[src/rtl/m_fetch_queue.sv]
// m_fetch_queue: sequential instruction fetch with a credit-limited {pc, ir} FIFO
// feeding decode; a branch-miss redirect flushes the FIFO and drops in-flight responses.
`default_nettype none

module m_fetch_queue #(
  parameter int          DEPTH    = 4,
  parameter logic [31:0] RESET_PC = 32'h0
) (
  input  logic        w_clk,
  input  logic        w_rst,
  input  logic        w_redir,
  input  logic [31:0] w_redir_pc,
  input  logic        w_deq,
  output logic        w_valid,
  output logic [31:0] w_ir,
  output logic [31:0] w_pc,
  output logic        w_mreq,
  output logic [31:0] w_maddr,
  input  logic        w_mack,
  input  logic        w_mrvalid,
  input  logic [31:0] w_mrdata
);

  localparam int AW = $clog2(DEPTH);
  localparam int CW = AW + 1;
  localparam logic [CW:0] c_credit_max = (CW + 1)'(DEPTH);
  localparam logic [31:0] c_nop = 32'h0000_0013;

  logic [31:0]   r_fpc;
  logic [31:0]   r_rpc;
  logic [AW-1:0] r_rd;
  logic [AW-1:0] r_wr;
  logic [CW-1:0] r_cnt;
  logic [CW-1:0] r_infl;
  logic [CW-1:0] r_drop;
  logic [31:0]   r_pc_mem [DEPTH];
  logic [31:0]   r_ir_mem [DEPTH];

  logic          w_resp;
  logic          w_hs;
  logic          w_push;
  logic          w_pop;
  logic [CW:0]   w_credit;
  logic [CW-1:0] w_infl_after_resp;
  logic [31:0]   w_redir_tgt;

  // A response with nothing outstanding is a protocol error and is ignored entirely.
  assign w_resp            = w_mrvalid && (r_infl != '0);
  assign w_infl_after_resp = r_infl - CW'(w_resp);
  assign w_credit          = {1'b0, r_cnt} + {1'b0, r_infl};
  assign w_mreq            = !w_redir && !w_rst && (w_credit < c_credit_max);
  assign w_maddr           = r_fpc;
  assign w_hs              = w_mreq && w_mack;
  assign w_push            = w_resp && !w_redir && (r_drop == '0);
  assign w_pop             = w_deq && w_valid && !w_redir;
  assign w_redir_tgt       = w_redir_pc & ~32'h3;

  assign w_valid = (r_cnt != '0);
  assign w_ir    = w_valid ? r_ir_mem[r_rd] : c_nop;
  assign w_pc    = w_valid ? r_pc_mem[r_rd] : 32'h0;

  always_ff @(posedge w_clk or posedge w_rst) begin
    if (w_rst) begin
      r_fpc  <= RESET_PC;
      r_rpc  <= RESET_PC;
      r_rd   <= '0;
      r_wr   <= '0;
      r_cnt  <= '0;
      r_infl <= '0;
      r_drop <= '0;
    end else if (w_redir) begin
      // Everything still outstanding (minus a response landing now) becomes stale.
      r_fpc  <= w_redir_tgt;
      r_rpc  <= w_redir_tgt;
      r_rd   <= '0;
      r_wr   <= '0;
      r_cnt  <= '0;
      r_infl <= w_infl_after_resp;
      r_drop <= w_infl_after_resp;
    end else begin
      if (w_hs) begin
        r_fpc <= r_fpc + 32'd4;
      end
      r_infl <= w_infl_after_resp + CW'(w_hs);
      if (w_resp) begin
        if (r_drop != '0) begin
          r_drop <= r_drop - CW'(1);
        end else begin
          r_rpc <= r_rpc + 32'd4;
        end
      end
      if (w_push) begin
        r_wr <= r_wr + AW'(1);
      end
      if (w_pop) begin
        r_rd <= r_rd + AW'(1);
      end
      r_cnt <= r_cnt + CW'(w_push) - CW'(w_pop);
    end
  end

  always_ff @(posedge w_clk) begin
    if (w_push) begin
      r_pc_mem[r_wr] <= r_rpc;
      r_ir_mem[r_wr] <= w_mrdata;
    end
  end

endmodule

`default_nettype wire
[config.mk]
export PLATFORM = sky130hd
export DESIGN_NAME = m_fetch_queue
export DESIGN_NICKNAME = d
export VERILOG_FILES = /design/src/rtl/m_fetch_queue.sv
export SDC_FILE = /design/constraint.sdc
export NUM_CORES = 1
export LEC_CHECK = 0
export CAP_MARGIN = 20
export CORE_MARGIN = 4
export CORE_UTILIZATION = 50
export CTS_CLUSTER_SIZE = 16
export DETAILED_ROUTE_END_ITERATION = 12
export GPL_TIMING_DRIVEN = 0
export PLACE_DENSITY = 0.73
export SLEW_MARGIN = 20
export SYNTH_ARGS = -nofsm -noshare
export SYNTH_HDL_FRONTEND = slang
export SYNTH_SLANG_ARGS = --single-unit
[constraint.sdc]
create_clock -name w_clk -period 4 [get_ports w_clk]
set_input_delay 0.8 -clock w_clk [delete_from_list [all_inputs] [get_ports w_clk]]
set_output_delay 0.8 -clock w_clk [all_outputs]
set_load 0.05 [all_outputs]
==> run_results.csv <==
group,metric,value,unit
run_status,status,"finished, final reports clean",
sta,whs,558,ps
clocking,cts_hold_buf,0,
logic_synthesis,synthTopCellsByArea,"edfxtp_1, dfrtp_1, mux4_2",
placement,pre_cts_slack,8.36,ps
layout,drive_above_1_share,16.4,%
setup_path,crit_path_start_kind,"flop",
clocking,cts_tree,"yes",
pwr,p_sw_share,35.8,%
detailed_routing,wirelength,29.4,mm
logic_synthesis,synth_edf_count,248,
layout,syn_to_final_growth,24.5,%
die,io_pins,168,
setup_path,cp-end-kind,"output pin",
die,start_util,50.6,%
global_routing,grt_pass1_wl,46.5,mm
die,die_h,173,um
pwr,comb_power_share,36.2,%
global_routing,first_global_vias,8286,
run,max_cap_violations,0,
worst_hold_path,hold_path.class,"flop to flop",
setup_path,cp_data_arrival_time,3020,ps
sta,min_period,3820,ps
sta,setup_slack,175,ps
global_routing,grt_usage,19.7,%
layout,finalNetCount,1130,
clocking,h-tree-depth,2,
detailed_routing,num_vias,7984,
logic_synthesis,syn_inst,839,
clocking,path_clk_slew,60,ps
setup_path,worstPathRequired,3200,ps
sta,finalSetupViolCount,0,
logic_synthesis,synth_top_cell_area_share,54.7,%
clocking,cts_root_buffer,"clkbuf_16",
pwr,switching_power,4000,uW
die,die_w,173,um
sta,finalCritPeriodShare,95.6,%
pwr,power_density,659,nW/um^2
clocking,clock_path_buffers,3,
setup_path,ff2ff_setup_slack,1030,ps
die,fp.coreArea,26900,um^2
logic_synthesis,yosys_register_bits,321,
pwr,power,11200,uW
pwr,p_leak,0.00578,uW
detailed_routing,wl_per_cell,20.8,um
logic_synthesis,synth_warnings,0,
setup_path,critPathKind,"flop to output pin",
logic_synthesis,yosysSeqAreaShare,68.1,%
detailed_routing,antenna_left,0,
logic_synthesis,synthFlopType,"edfxtp_1",
layout,n_antenna_cell,0,
placement,gp_congestion,0.839,
logic_synthesis,synth_top_cell_by_area,"edfxtp_1",
placement,port_buffers,160,
pwr,peakVddDrop,0.321,mV
logic_synthesis,avgSynthCellArea,16.2,um^2
clocking,numClockSinks,321,
global_routing,antenna_found_initial,0,
detailed_routing,drtPass1Iterations,5,
detailed_routing,drt-initial-drc-count,681,
layout,fin_util,63.1,%
die,die_area,29900,um^2
sta,rsz0062_at_grt,"true",
setup_path,crit_path_max_fanout,10,
pwr,seq_power_share,35.9,%
die,num_rows,60,
logic_synthesis,synth_cell_type_count,47,
sta,final_max_slew_viol_count,0,
clocking,clock_latency,510,ps
placement,dpl.hpwl,19.5,mm
global_routing,overflow,0,
pwr,p_int,7170,uW
global_routing,grt_start_max_net_pins,53,
clocking,numCtsBuffers,35,
detailed_routing,via_per_inst,5.66,
logic_synthesis,syn-cell-area,13600,um^2
clocking,cts_setup_buffers,0,
sta,worst_pin_slew,1070,ps
logic_synthesis,async_flop_share,22.7,%
detailed_routing,remaining_drc_errors,0,
sta,fmax,0.261,GHz
sta,maxSlewHeadroom,28.0,%
sta,hold_violations,0,
pwr,clkPwrFrac,27.9,%
sta,skew,21.3,ps
==> layout by cell type, fill, tap and decap left out, types with 6 or more instances in the layout <==
master	count
clkbuf_1	27
inv_1	21
dfrtp_1	73
a21boi_0	8
edfxtp_1	248
nand4_1	24
o211ai_1	9
mux2_2	24
clkbuf_16	36
o21ai_0	19
clkinv_1	6
and4_1	6
nor3_1	15
clkdlybuf4s50_1	160
xnor2_1	31
and3_1	10
xor2_1	21
mux4_2	62
nand2_1	39
ha_1	16
nor2_1	21
nand3_1	28
o311ai_0	6
and2_1	63
==> layout make-up <==
| class | count | area, um^2 |
|---|---|---|
| Buffer | 40 | 206 |
| Tap cell | 341 | 427 |
| Multi-Input combinational cell | 456 | 4100 |
| Fill cell | 1928 | 9920 |
| Clock inverter | 18 | 165 |
| Clock buffer | 46 | 958 |
| Sequential cell | 321 | 9270 |
| Timing Repair Buffer | 165 | 1730 |
| Inverter | 24 | 92.6 |
==> worst max-delay path, stage by stage (launching register included) <==
cell,delay [ps]
dfrtp_1,650
clkbuf_4,400
mux4_2,580
and2_1,180
clkdlybuf4s50_1,690
==> synthesized netlist by cell type, drive strengths merged (4+ instances only) <==
cell and number:
o311ai 6, nor2 21, mux4 62, nand2b 4, mux2 24, buf 17
xnor2 31, xor2 21, nor3 16, a21boi 8, inv 23, and3 10
or2 4, ha 16, and2 67, nor4 6, a21oi 5, dfrtp 73
nand2 39, nand3 28, o211ai 9, o21ai 19, edfxtp 248, clkbuf 24
or3 5, and4 6, nand4 24
==> state kept, by name, summed over array words and instances, names as in the netlist <==
signal	flops
r_rpc	30
r_wr	2
r_ir_mem	128
r_drop	3
w_maddr	30
r_rd	2
r_pc_mem	120
r_cnt	3
r_infl	3
==> per-layer routing <==
metal,GRT usage [%],routed length (um),up-vias
li1,-,-,3626
met1,27.1,12900,4038
met2,32.8,14400,287
met3,3.76,1690,33
met4,4.82,449,0
met5,0,0,-
==> logic make-up (layout without fill, tap and decap cells) <==
| kind of cell | Yosys count | count (layout) | synth area share, % |
|---|---|---|---|
| XOR/XNOR | 52 | 52 | 3.35 |
| adder cells (fa/ha/maj) | 17 | 17 | 1.62 |
| AO/OA/AOI/OAI | 54 | 54 | 2.62 |
| flip-flops | 321 | 321 | 68.1 |
| buffers and inverters | 65 | 293 | 2.00 |
| multiplexers | 89 | 89 | 12.5 |
| other | 1 | 4 | 0.0275 |
| AND/OR/NAND/NOR | 240 | 240 | 9.79 |
==> timing repair <==
| action | in CTS | in global routing |
|---|---|---|
| setup endpoints to repair | 58 | 44 |
| hold endpoints to repair | 0 | 0 |
| gates resized for setup | 25 | 10 |
==> stage by stage <==
stage,cells,area [um^2],TNS (ps)
floorplan,842,13600,0
global placement,1343,15700,-256680
detailed placement,1348,15800,0
CTS,1411,16900,0
global route,1411,17000,0
finish,1411,17000,0
==> power groups by stage <==
stage               clock network [uW]  registers (uW)  logic (uW)
floorplan                            0            4130        2680
global route                      3350            4040        4280
finish                            3120            4010        4040
CTS                               3180            4010        4100
detailed placement                   0            4050        4100
global placement                     0            4050        4050
==> final timing paths <==
path,to,startpoint,cells past startpoint
setup / recovery,w_pc[22],r_rd[0],4
hold / removal,r_pc_mem[2][17],r_rpc[17],0
setup reg to reg,r_infl[2],r_cnt[2],9
hold reg to reg,r_pc_mem[2][17],r_rpc[17],0
max in group asynchronous,w_maddr[25],w_rst,3
min in group asynchronous,r_infl[2],w_rst,2
Note: power is estimated with default switching activity, not from simulation.
